[config.mk]
export PLATFORM = sky130hd
export DESIGN_NAME = reorder_buffer
export DESIGN_NICKNAME = d
export VERILOG_FILES = /design/src/rtl/reorder_buffer_pkg.sv /design/src/rtl/reorder_buffer_operand_resolve.sv /design/src/rtl/reorder_buffer.sv
export SDC_FILE = /design/constraint.sdc
export NUM_CORES = 1
export LEC_CHECK = 0
export BUFFER_PORTS_ARGS = -buffer_cell sky130_fd_sc_hd__buf_4
export CORE_UTILIZATION = 65
export CTS_CLUSTER_DIAMETER = 150
export CTS_CLUSTER_SIZE = 30
export DETAILED_ROUTE_END_ITERATION = 10
export HOLD_SLACK_MARGIN = 0.1
export PLACE_DENSITY_LB_ADDON = 0.08
export SETUP_SLACK_MARGIN = 0.3
export SLEW_MARGIN = 0
export SYNTH_ARGS = -nofsm -noshare
export SYNTH_HDL_FRONTEND = slang
export SYNTH_HIERARCHICAL = 1
export SYNTH_SLANG_ARGS = --single-unit
[constraint.sdc]
create_clock -name clk -period 10.65 [get_ports clk]
set_input_delay 1.5975 -clock clk [delete_from_list [all_inputs] [get_ports clk]]
set_output_delay 1.5975 -clock clk [all_outputs]
set_load 0.1 [all_outputs]
[src/rtl/reorder_buffer_pkg.sv]
// Shared sizing constants for the reorder buffer and its operand resolver.
package reorder_buffer_pkg;

    localparam int unsigned ROB_SIZE  = 8;
    localparam int unsigned ID_WIDTH  = 4;
    localparam int unsigned REG_WIDTH = 5;
    localparam int unsigned VAL_WIDTH = 32;
    localparam int unsigned REG_SIZE  = 32;

    localparam int unsigned IDX_WIDTH = $clog2(ROB_SIZE);
    localparam int unsigned CNT_WIDTH = $clog2(ROB_SIZE + 1);

endpackage

[src/rtl/reorder_buffer_operand_resolve.sv]
// Resolves one source operand label against the register file, a ROB entry and the CDB.
module rob_operand_resolve #(
    parameter int unsigned ID_WIDTH  = 4,
    parameter int unsigned VAL_WIDTH = 32
) (
    input  logic [ID_WIDTH-1:0]  lab,
    input  logic [VAL_WIDTH-1:0] rf_val,
    input  logic                 entry_ready,
    input  logic [VAL_WIDTH-1:0] entry_val,
    input  logic                 cdb_valid,
    input  logic [ID_WIDTH-1:0]  cdb_tag,
    input  logic [VAL_WIDTH-1:0] cdb_val,
    output logic [VAL_WIDTH-1:0] val,
    output logic [ID_WIDTH-1:0]  tag
);

    always_comb begin
        val = '0;
        tag = lab;
        if (lab == '0) begin
            val = rf_val;
            tag = '0;
        end else if (entry_ready) begin
            val = entry_val;
            tag = '0;
        end else if (cdb_valid && (cdb_tag == lab)) begin
            val = cdb_val;
            tag = '0;
        end
    end

endmodule

[src/rtl/reorder_buffer.sv]
// In-order retirement queue: allocates tagged entries, renames rd, resolves operands,
// commits results in program order and flushes on a retiring mispredicted branch.
module reorder_buffer
    import reorder_buffer_pkg::*;
(
    input  logic                 clk,
    input  logic                 rst_in,
    input  logic                 rdy_in,
    input  logic                 dec_valid,
    input  logic [REG_WIDTH-1:0] dec_rd,
    output logic                 rob_full,
    output logic [ID_WIDTH-1:0]  alloc_tag,
    output logic [REG_WIDTH-1:0] rob2rf_rd,
    output logic [ID_WIDTH-1:0]  rob2rf_tag,
    input  logic [VAL_WIDTH-1:0] rf2rob_val1,
    input  logic [VAL_WIDTH-1:0] rf2rob_val2,
    input  logic [ID_WIDTH-1:0]  rf2rob_lab1,
    input  logic [ID_WIDTH-1:0]  rf2rob_lab2,
    output logic [VAL_WIDTH-1:0] op1_val,
    output logic [VAL_WIDTH-1:0] op2_val,
    output logic [ID_WIDTH-1:0]  op1_tag,
    output logic [ID_WIDTH-1:0]  op2_tag,
    input  logic                 cdb_valid,
    input  logic [ID_WIDTH-1:0]  cdb_tag,
    input  logic [VAL_WIDTH-1:0] cdb_val,
    input  logic                 cdb_mispredict,
    input  logic [VAL_WIDTH-1:0] cdb_target,
    output logic [REG_WIDTH-1:0] rob2rf_commit_rd,
    output logic [VAL_WIDTH-1:0] rob2rf_commit_res,
    output logic [ID_WIDTH-1:0]  rob2rf_commit_lab,
    output logic                 flush,
    output logic [VAL_WIDTH-1:0] flush_pc
);

    logic                 busy       [ROB_SIZE];
    logic                 ready      [ROB_SIZE];
    logic [REG_WIDTH-1:0] rd         [ROB_SIZE];
    logic [VAL_WIDTH-1:0] value      [ROB_SIZE];
    logic                 mispredict [ROB_SIZE];
    logic [VAL_WIDTH-1:0] target     [ROB_SIZE];

    logic [IDX_WIDTH-1:0] head, tail;
    logic [CNT_WIDTH-1:0] count;
    logic [IDX_WIDTH-1:0] head_next, tail_next;
    logic [IDX_WIDTH-1:0] wb_idx, lab1_idx, lab2_idx;
    logic                 alloc, commit;

    assign rob_full  = (count == CNT_WIDTH'(ROB_SIZE));
    assign alloc     = rdy_in && dec_valid && !rob_full && !flush;
    assign commit    = rdy_in && !flush && (count != '0) && busy[head] && ready[head];
    assign alloc_tag = ID_WIDTH'(tail) + ID_WIDTH'(1);

    assign head_next = (head == IDX_WIDTH'(ROB_SIZE - 1)) ? '0 : head + IDX_WIDTH'(1);
    assign tail_next = (tail == IDX_WIDTH'(ROB_SIZE - 1)) ? '0 : tail + IDX_WIDTH'(1);

    // Tags are entry index + 1; label 0 never reaches an entry lookup in the resolver.
    assign wb_idx   = IDX_WIDTH'(cdb_tag - ID_WIDTH'(1));
    assign lab1_idx = IDX_WIDTH'(rf2rob_lab1 - ID_WIDTH'(1));
    assign lab2_idx = IDX_WIDTH'(rf2rob_lab2 - ID_WIDTH'(1));

    assign rob2rf_rd  = alloc ? dec_rd : '0;
    assign rob2rf_tag = alloc ? alloc_tag : '0;

    assign rob2rf_commit_rd  = commit ? rd[head] : '0;
    assign rob2rf_commit_res = commit ? value[head] : '0;
    assign rob2rf_commit_lab = commit ? (ID_WIDTH'(head) + ID_WIDTH'(1)) : '0;

    always_ff @(posedge clk) begin
        if (rst_in) begin
            head     <= '0;
            tail     <= '0;
            count    <= '0;
            flush    <= 1'b0;
            flush_pc <= '0;
            for (int unsigned i = 0; i < ROB_SIZE; i++) begin
                busy[i]       <= 1'b0;
                ready[i]      <= 1'b0;
                rd[i]         <= '0;
                value[i]      <= '0;
                mispredict[i] <= 1'b0;
                target[i]     <= '0;
            end
        end else if (rdy_in) begin
            if (flush) begin
                head  <= '0;
                tail  <= '0;
                count <= '0;
                flush <= 1'b0;
                for (int unsigned i = 0; i < ROB_SIZE; i++) begin
                    busy[i]       <= 1'b0;
                    ready[i]      <= 1'b0;
                    mispredict[i] <= 1'b0;
                end
            end else begin
                if (cdb_valid) begin
                    ready[wb_idx]      <= 1'b1;
                    value[wb_idx]      <= cdb_val;
                    mispredict[wb_idx] <= cdb_mispredict;
                    target[wb_idx]     <= cdb_target;
                end
                if (alloc) begin
                    busy[tail]       <= 1'b1;
                    ready[tail]      <= 1'b0;
                    rd[tail]         <= dec_rd;
                    mispredict[tail] <= 1'b0;
                    tail             <= tail_next;
                end
                if (commit) begin
                    busy[head] <= 1'b0;
                    head       <= head_next;
                    if (mispredict[head]) begin
                        flush    <= 1'b1;
                        flush_pc <= target[head];
                    end
                end
                case ({alloc, commit})
                    2'b10:   count <= count + CNT_WIDTH'(1);
                    2'b01:   count <= count - CNT_WIDTH'(1);
                    default: count <= count;
                endcase
            end
        end
    end

    rob_operand_resolve #(
        .ID_WIDTH  (ID_WIDTH),
        .VAL_WIDTH (VAL_WIDTH)
    ) u_resolve1 (
        .lab         (rf2rob_lab1),
        .rf_val      (rf2rob_val1),
        .entry_ready (ready[lab1_idx]),
        .entry_val   (value[lab1_idx]),
        .cdb_valid   (cdb_valid),
        .cdb_tag     (cdb_tag),
        .cdb_val     (cdb_val),
        .val         (op1_val),
        .tag         (op1_tag)
    );

    rob_operand_resolve #(
        .ID_WIDTH  (ID_WIDTH),
        .VAL_WIDTH (VAL_WIDTH)
    ) u_resolve2 (
        .lab         (rf2rob_lab2),
        .rf_val      (rf2rob_val2),
        .entry_ready (ready[lab2_idx]),
        .entry_val   (value[lab2_idx]),
        .cdb_valid   (cdb_valid),
        .cdb_tag     (cdb_tag),
        .cdb_val     (cdb_val),
        .val         (op2_val),
        .tag         (op2_tag)
    );

endmodule

==> run metrics, run 1 <==
Crit-path slowest cell=buf_4; initial antenna violation count=6; synth warn=6; Synth Area in Compound Gates=5.065%; Setup violations, final=0; overall routing resource usage=36.74%; hpwl dp=57.77 mm; root buf cell=clkbuf_16; Bufs and invs on worst path=6; measured slew at the worst slew-check pin=1.225 ns; fmax=131.4 MHz; CP cell instances=buf_4, inv_1, ha_2, buf_4, mux4_2, mux2_2, buf_4, nand2b_1, nor4_2, buf_4, nand4_1, a31oi_1, buf_4; main combinational cell family by area after synthesis=multiplexers; # port buffers=310; delay-heaviest family, CP=buffers and inverters; Die ar.=52600 um2; die width=229.4 um; EDFF count, synth=552; area share of the largest cell type after synthesis=49.34%; Vias=23740; DR iter-0 viols=2819; WL per Instance=28.12 um; min-delay worst type=reg2reg; Design Area, Final=37170 um2; Detailed Routing Iterations Pass 1=5; Crit Path Max Fanout=66; power per cell area=126.6 nW/um2; sequential area share after synthesis=53.51%; Yosys top cell by area=edfxtp_1; Seq cells post-synth=622; Num Clock Sinks=622; clock buffer depth=3; global-route wire length before repair=144.4 mm; WS Path Type=in2out; net count after synthesis=2744; post-synthesis async set-or-reset flop share=0%; Area growth syn-to-layout=10.64%; Critical Path End Type=output port; Site Rows=82; post-synthesis simple-gate area fraction=17.60%; Core Region=50580 um2; adder-cell area share of the yosys netlist=0.3352%; Max Clock Skew=0.01653 ns; max-cap viol count=0; final WL=97.15 mm; Die Span Y=229.4 um; P_leak=13.75 nW; most frequent CP cell=buf_4; Fin. Hold Viols=0; Worst slew margin=18.36%; post-synth cell types=54; clock slew at reported path FFs=0.12 ns; Post-Place Cell Area=36460 um2; crit path launch type=input pin; Peak VDD IR=137.4 uV; Post-Syn Area=33600 um2; via count of the first global-routing pass=23640; top_reg_cell synth=edfxtp_1; postcts setup bufs=0; Initial Util=66.42%; final period utilization=71.45%; drt via density=6.872; status=completed; H-tree level count=1; ranking of synthesized cells by area=edfxtp_1 49%, mux4_2 15%, and2_1 11%, dfxtp_1 4.2%, mux2_2 3.1%; gpl congestion=0.8770; DRC Markers=0; ANT nets after route=0; Skew-Pair Late Insertion Delay=0.61 ns; minimum clock period=7.609 ns; post-synthesis xor/xnor area fraction=0.2346%; mean post-synth cell area=13.00 um2; CTS hold repair buffers=0; # nets final=2921; Mapped Cells=2584; pin count of the biggest net entering global routing=67; setup tns final=0 ns; worst path required time=9.05 ns; CP max stage delay=0.81 ns; global route overflow=0; TritonCTS clock tree=yes; Max Slew Vio Count=0; layout cells sized above 1=27.67%; CTS resizes=0; Worst Path Arrival=6.01 ns; CTS Buf Count=24; Top-Level Pins=311; RSZ-0062 raised after global routing=no; mux share of post-synthesis cell area=20.26%
==> where the power goes <==
part	switching (mW)	leakage (nW)	internal, mW	total [mW]
Sequential	0.0529	6.18	2.75	2.80
Clock	0.723	0.334	0.451	1.17
Combinational	0.463	7.24	0.265	0.729
Total	1.24	13.8	3.47	4.71
==> layer usage <==
| layer | up-vias | track usage, % | part of all wire (%) |
|---|---|---|---|
| li1 | 10000 | - | - |
| met1 | 11860 | 47.60 | 36 |
| met2 | 1603 | 61.96 | 50 |
| met3 | 273 | 6.524 | 11 |
| met4 | 2 | 14.46 | 3.7 |
| met5 | - | 0 | 0.017 |
==> flip-flops by register name (all words and copies together), names as in the netlist, named ones only <==
signal	flops
value	256
flush_pc	32
busy	8
mispredict	8
flush	1
rd	40
tail	3
ready	8
count	4
head	3
target	256
==> cell usage in the layout (no fill, tap or decap), types with 3 or more instances in the layout <==
cell / count
a211oi_2: 7
nand2b_1: 5
mux4_2: 225
xnor2_1: 4
buf_4: 367
clkbuf_1: 18
nand2_1: 102
clkinv_1: 3
a211oi_1: 27
nor4_1: 3
clkbuf_16: 25
a22o_1: 9
edfxtp_1: 552
nor2_1: 211
nor3_1: 7
nor3_2: 4
mux2_2: 91
nor4_2: 3
a31oi_1: 74
or2_2: 10
inv_1: 16
nor2b_1: 51
a21oi_1: 69
nand3_1: 7
a311oi_1: 6
a221oi_1: 28
dfxtp_4: 4
dfxtp_1: 65
mux2i_1: 70
inv_2: 3
diode_2: 4
nand4_1: 66
and3_1: 3
nor2_4: 4
or2_4: 8
and2_1: 572
ha_1: 7
a22oi_1: 16
==> cell usage after synthesis, drive strengths merged, types with 19 or more instances <==
| library cell | count |
|---|---|
| nand2 | 103 |
| dfxtp | 70 |
| or2 | 19 |
| nand4 | 66 |
| mux4 | 225 |
| inv | 19 |
| mux2 | 91 |
| and2 | 573 |
| a211oi | 34 |
| a21oi | 70 |
| clkbuf | 151 |
| a31oi | 74 |
| mux2i | 71 |
| a221oi | 28 |
| nor2b | 52 |
| edfxtp | 552 |
| nor2 | 215 |
| buf | 65 |
==> cell families (layout without fill, tap and decap cells) <==
family	after synthesis	after routing
AOI/OAI and AO/OA	249	249
DFF	622	622
and+or+nand+nor	1070	1070
muxes	387	387
other	0	4
buffers and inverters	238	433
adders and majority gates	9	9
xor gates and xnor gates	9	9
==> per-stage QoR <==
stage / setup WS, ns / std cells / utilization (%) / hold slack, ns / power, mW
2_1_floorplan: 2.412 / 2584 / - / 0.4842 / 3.320
3_3_place_gp: 3.186 / 3407 / 72.08 / 0.4876 / 3.550
3_5_place_dp: 3.134 / 3407 / 72.08 / 0.4954 / 3.574
4_1_cts: 3.118 / 3451 / 73.47 / 0.5129 / 4.692
5_1_grt: 2.887 / 3454 / 73.49 / 0.5307 / 4.812
6_report: 3.041 / 3455 / 73.49 / 0.5096 / 4.706
==> worst min-delay path: cells and delay by family (launching register included) <==
family          cells  cell delay (ns)
compound gates      1             0.05
flops               1             0.33
simple gates        1             0.10
==> path summary, 6_finish.rpt <==
check	slack [ns]	start	endpoint	cells past startpoint
worst max register to register	6.28	flush	value[3][6]	6
worst min register to register	0.51	flush_pc[26]	flush_pc[26]	2
worst max-delay path	3.04	rf2rob_lab2[0]	op2_val[29]	13
worst min-delay path	0.51	flush_pc[26]	flush_pc[26]	2
==> cell type report <==
type	count	area, um2
flip-flops and latches	622	17990
multi-input cells	1724	14790
fillers	3384	13410
repair buffers	367	2755
well taps	672	840.8
clock buffers	43	693.2
inverters	22	82.58
diodes	4	10.01
clock inverters	1	8.758
Note: power is estimated with default switching activity, not from simulation.
==> run 2: changes to the inputs <==
--- a/config.mk
+++ b/config.mk
@@ -6,7 +6,7 @@
 export NUM_CORES = 1
 export LEC_CHECK = 0
 export BUFFER_PORTS_ARGS = -buffer_cell sky130_fd_sc_hd__buf_4
-export CORE_UTILIZATION = 65
+export CORE_UTILIZATION = 60
 export CTS_CLUSTER_DIAMETER = 150
 export CTS_CLUSTER_SIZE = 30
 export DETAILED_ROUTE_END_ITERATION = 10
==> constraint.sdc (replaced) <==
create_clock -name clk -period 7.45 [get_ports clk]
set_input_delay 1.1175 -clock clk [delete_from_list [all_inputs] [get_ports clk]]
set_output_delay 1.1175 -clock clk [all_outputs]
set_load 0.1 [all_outputs]
==> run metrics, run 2 (synthesis gave the netlist of run 1 again) <==
final WL=97.50 mm (+0.36%); Worst slew margin=18.39% (+0.033 points); Die Span Y=238.6 um (+4.0%); max-cap viol count=0 (unchanged); minimum clock period=6.263 ns; H-tree level count=1 (unchanged); layout cells sized above 1=28.45% (+0.78 points); Critical Path End Type=output port; setup tns final=0 ns (unchanged); most frequent CP cell=buf_4; final period utilization=84.07%; Area growth syn-to-layout=11.34%; worst r2r path cells=6 (unchanged); pin count of the biggest net entering global routing=75 (+12%); Num Clock Sinks=622 (unchanged); Peak VDD IR=214.2 uV (+56%); Skew-Pair Late Insertion Delay=0.60 ns (about the same); min-delay worst type=reg2reg; Crit-path slowest cell=nor4_2; # nets final=2922 (+0.034%); WS Path Type=in2out; Hold Path End=flush_pc[28]; Site Rows=86 (+4.9%); CTS resizes=0 (unchanged); # port buffers=310 (unchanged); WL per Instance=27.62 um (-1.8%); Detailed Routing Iterations Pass 1=6 (+1); reg2reg start=flush; Vias=23270 (-2.0%); DRC Markers=0 (unchanged); Max Slew Vio Count=0 (unchanged); Top-Level Pins=311 (unchanged); clock slew at reported path FFs=0.11 ns (about the same); via count of the first global-routing pass=22920 (-3.0%); commonest non-fill, non-tap cell in the layout=and2_1; die width=238.6 um (+4.0%); Placed Cells=3484 (+2.3%); DR iter-0 viols=2749 (-2.5%); gpl congestion=0.8261 (-5.8%); RSZ-0062 raised after global routing=no; hold depth=2 (unchanged); Bufs and invs on worst path=4 (-2); Fin. Hold Viols=0 (unchanged); overall power=6.726 mW (+43%); Max Clock Skew=0.02293 ns (+0.006393 ns); global-route wire length before repair=141.4 mm (-2.1%); fmax=159.7 MHz; ANT nets after route=0 (unchanged); clock buffer depth=3 (unchanged); worst path required time=6.33 ns (-2.72 ns); TritonCTS clock tree=yes; biggest regs=target: 256 flops, value: 256 flops, rd: 40 flops; initial antenna violation count=4 (-2); fin cells=3530 (+2.2%); status=completed; Initial Util=60.86% (-5.6 points); hpwl dp=56.90 mm (-1.5%); crit path launch type=input pin; Fillers=3948 (+17%); delay-heaviest family, CP=simple AND/OR/NAND/NOR gates; drt via density=6.593 (-4.1%); Die ar.=56950 um2 (+8.3%); CTS Buf Count=24 (unchanged); CP max stage delay=0.86 ns (+0.05 ns); hold_ws=0.5129 ns (+0.003323 ns); measured slew at the worst slew-check pin=1.224 ns (-0.0004942 ns); Setup violations, final=0 (unchanged); Crit Path Max Fanout=27 (-59%); Core Region=55200 um2 (+9.1%); global route overflow=0 (unchanged); postcts setup bufs=0 (unchanged); most frequent cells in the layout=572 x and2_1, 552 x edfxtp_1, 368 x buf_4, 225 x mux4_2, 211 x nor2_1; root buf cell=clkbuf_16; r2r endpoint=target[3][9]; CTS hold repair buffers=0 (unchanged); power per cell area=179.8 nW/um2 (+42%); P_leak=13.77 nW (+0.15%); flop-to-flop setup slack=3.44 ns (-2.84 ns); beginning of the worst hold path=flush_pc[28]; Worst Path Arrival=5.15 ns (-0.86 ns); CP cell instances=buf_4, inv_1, ha_2, mux4_2, mux2_2, nand2b_1, nor4_2, buf_4, nand4_1, a31oi_2, buf_4; overall routing resource usage=33.87% (-2.9 points)
-- run 2: cell count changes in the layout (fill, tap and decap cells not counted) --
cell / before / now
a31oi_1: 74 / 54
nand2_2: 1 / 0
nor4_1: 3 / 2
a31oi_2: 0 / 20
buf_4: 367 / 368
nand2_4: 0 / 1
diode_2: 4 / 2
nor4_2: 3 / 4
-- run 2: power by group --
part           total (mW)  internal (mW)  switching (mW)
Combinational        1.04          0.382           0.656
Clock                1.68          0.646            1.04
Sequential           4.00           3.93          0.0732
-- run 2: cell type report --
type / instances / area, um2 / share of cell area (%)
Sequential cell: 622 / 17990 / 48.10
Inverter: 22 / 82.58 / 0.2208
Timing Repair Buffer: 368 / 2763 / 7.385
Clock buffer: 43 / 693.2 / 1.853
Antenna cell: 2 / 5.005 / 0.01338
Clock inverter: 1 / 8.758 / 0.02341
Multi-Input combinational cell: 1724 / 14930 / 39.90
Tap cell: 748 / 935.9 / 2.502
-- run 2: per-layer routing --
metal  up-vias  part of all wire, %  global-route usage (%)
met2      1375                   50                   57.73
met3       203                  9.8                   5.658
met1     11680                   37                   43.93
li1      10010                    -                       -
met5         -                0.028                       0
met4         4                  3.3                   12.12
-- run 2: through the flow --
step / util [%] / cell area (um2) / worst slack, ns
after CTS: 67.76 / 37400 / 1.239
after global placement: 66.49 / 36700 / 1.301
after detailed placement: 66.49 / 36700 / 1.242
after global routing: 67.76 / 37400 / 1.137
final: 67.77 / 37410 / 1.187
after floorplan: - / 33720 / 0.3539
-- run 2: worst max-delay path by stage --
stage                               from     endpoint  cells past startpoint  slack [ns]
after floorplan           rf2rob_lab1[0]  op1_val[10]                     14        0.35
after global placement    rf2rob_lab2[0]  op2_val[17]                     11        1.30
after detailed placement  rf2rob_lab2[0]   op2_val[4]                     11        1.24
after CTS                 rf2rob_lab2[0]   op2_val[4]                     11        1.24
after global routing      rf2rob_lab2[0]   op2_val[6]                     11        1.14
final                     rf2rob_lab2[0]   op2_val[4]                     11        1.19
-- run 2: tightest hold or removal path: cells and delay by family, from the launching register on --
| family | cells | cell delay (ns) |
|---|---|---|
| compound gates | 1 | 0.05 |
| flops | 1 | 0.33 |
| simple gates | 1 | 0.10 |
==> run 3: changes to the inputs <==
--- a/config.mk
+++ b/config.mk
@@ -6,7 +6,7 @@
 export NUM_CORES = 1
 export LEC_CHECK = 0
 export BUFFER_PORTS_ARGS = -buffer_cell sky130_fd_sc_hd__buf_4
-export CORE_UTILIZATION = 60
+export CORE_UTILIZATION = 55
 export CTS_CLUSTER_DIAMETER = 150
 export CTS_CLUSTER_SIZE = 30
 export DETAILED_ROUTE_END_ITERATION = 10
==> constraint.sdc (replaced) <==
create_clock -name clk -period 5.2 [get_ports clk]
set_input_delay 0.78 -clock clk [delete_from_list [all_inputs] [get_ports clk]]
set_output_delay 0.78 -clock clk [all_outputs]
set_load 0.1 [all_outputs]
==> run metrics, run 3 (synthesis gave the netlist of run 1 again) <==
status=completed; Max Slew Vio Count=0 (unchanged); CP cell instances=buf_4, inv_1, ha_2, mux4_2, mux2_2, nand2b_1, nor4_2, buf_4, nand4_1, a31oi_4, buf_4; flop-to-flop setup slack=2.04 ns (-1.40 ns); setup ws final=0.6446 ns (-0.5421 ns); final period utilization=87.60%; worst path required time=4.42 ns (-1.91 ns); Worst Path Arrival=3.78 ns (-1.37 ns); clock slew at reported path FFs=0.12 ns (about the same); WL per Instance=27.60 um (about the same); Crit Path Max Fanout=17 (-37%); postcts setup bufs=0 (unchanged); power per cell area=252.3 nW/um2 (+40%); pin count of the biggest net entering global routing=68 (-9.3%); Place WS=0.6484 ns (-0.5935 ns); CTS resizes=0 (unchanged); measured slew at the worst slew-check pin=1.216 ns (-0.008528 ns); Top-Level Pins=311 (unchanged); hold depth=3 (+1); Die ar.=62080 um2 (+9.0%); overall power=9.685 mW (+44%); root buf cell=clkbuf_16; Detailed Routing Iterations Pass 1=6 (unchanged); setup tns final=0 ns (unchanged); Critical Path End Type=output port; Worst slew margin=18.34% (-0.055 points); # nets final=2929 (+0.24%); hpwl dp=58.49 mm (+2.8%); Design Area, Final=38380 um2 (+2.6%); beginning of the worst hold path=cdb_mispredict; CP max stage delay=0.60 ns (-0.26 ns); Initial Util=55.66% (-5.2 points); Fillers=4535 (+15%); DRC Markers=0 (unchanged); Num Clock Sinks=622 (unchanged); max-cap viol count=0 (unchanged); Bufs and invs on worst path=4 (unchanged); r2r endpoint=flush_pc[28]; delay-heaviest family, CP=buffers and inverters; Placed Cells=3525 (+1.2%); min-delay worst type=in2reg; Vias=23020 (-1.1%); RSZ-0062 raised after global routing=no; Site Rows=90 (+4.7%); Die Span Y=249.2 um (+4.4%); global-route wire length before repair=146.0 mm (+3.2%); layout cells sized above 1=30.18% (+1.7 points); initial antenna violation count=2 (-2); Core Region=60360 um2 (+9.3%); H-tree level count=1 (unchanged); reg2reg start=head[1]; clock buffer depth=3 (unchanged); die width=249.2 um (+4.4%); commonest non-fill, non-tap cell in the layout=and2_1; CTS Buf Count=24 (unchanged); overall routing resource usage=31.39% (-2.5 points); DR iter-0 viols=2224 (-19%); Fin. Hold Viols=0 (unchanged); Post-Place Cell Area=37680 um2 (+2.7%); global route overflow=0 (unchanged); crit path launch type=input pin; Peak VDD IR=247.4 uV (+15%); P_leak=13.91 nW (+0.99%); final WL=98.49 mm (+1.0%); Crit-path slowest cell=ha_2; fmax=219.5 MHz; drt via density=6.451 (-2.2%); biggest regs=target: 256 flops, value: 256 flops, rd: 40 flops; minimum clock period=4.555 ns; Area growth syn-to-layout=14.25%; Hold Path End=mispredict[3]; via count of the first global-routing pass=23300 (+1.6%); CTS hold repair buffers=0 (unchanged); WS Path Type=in2out; ANT nets after route=0 (unchanged); area occupied by multi-input gates=15740 um2 (+5.4%); worst r2r path cells=6 (unchanged); # port buffers=310 (unchanged); most frequent cells in the layout=572 x and2_1, 552 x edfxtp_1, 369 x buf_4, 225 x mux4_2, 211 x nor2_1; fin cells=3569 (+1.1%); most frequent CP cell=buf_4; FF/Latch Area=17990 um2 (unchanged); Max Clock Skew=0.01501 ns (-0.007915 ns); gpl congestion=0.8282 (+0.25%); TritonCTS clock tree=yes; Setup violations, final=0 (unchanged); Skew-Pair Late Insertion Delay=0.60 ns (about the same); ANT cells=0 (-2)
[run 3: cell types whose count changed in the layout (fill, tap and decap cells not counted), sizes merged]
cell / delta
buf: +7
diode: -2
[run 3: report_power, final]
part / switching, mW / leakage, nW / internal, mW
registers: 0.105 / 6.18 / 5.63
clock network: 1.48 / 0.334 / 0.925
logic: 0.958 / 7.39 / 0.584
[run 3: how the worst max path moves through the flow]
| stage | from | endpoint | slack, ns | depth (start not counted) |
|---|---|---|---|---|
| 2_1_floorplan | rf2rob_lab1[0] | op1_val[4] | 0.31 | 15 |
| 3_3_place_gp | rf2rob_lab1[0] | op1_val[30] | 0.70 | 9 |
| 3_5_place_dp | rf2rob_lab2[0] | op2_val[22] | 0.65 | 11 |
| 4_1_cts | rf2rob_lab2[0] | op2_val[22] | 0.64 | 11 |
| 5_1_grt | rf2rob_lab2[0] | op2_val[22] | 0.52 | 11 |
| 6_report | rf2rob_lab2[0] | op2_val[22] | 0.64 | 11 |
[run 3: area by class of cell]
type                            count  area share (%)
Multi-Input combinational cell   1724           41.00
Inverter                           22          0.2151
Sequential cell                   622           46.88
Timing Repair Buffer              375           7.530
Clock inverter                      1         0.02282
Clock buffer                       43           1.806
Tap cell                          782           2.549
[run 3: through the flow]
| step | utilization [%] | hold WS, ns |
|---|---|---|
| 4_1_cts | 63.59 | 0.4617 |
| 6_report | 63.59 | 0.4849 |
| 2_1_floorplan | - | 0.4842 |
| 3_5_place_dp | 62.43 | 0.4971 |
| 3_3_place_gp | 62.43 | 0.4878 |
| 5_1_grt | 63.59 | 0.4832 |
[run 3: worst register-to-register path: cells and delay by family (launching register included)]
kind / cells / cell delay [ns]
compound gates: 4 / 0.77
flops: 1 / 0.88
buf+inv: 1 / 0.56
simple gates: 1 / 0.87
[run 3: layer usage]
layer / GRT usage, % / vias up / part of all wire (%)
met3: 4.054 / 141 / 7.9
li1: - / 10020 / -
met4: 8.360 / 4 / 2.3
met5: 0 / - / 0.032
met1: 40.22 / 11700 / 38
met2: 56.23 / 1158 / 52
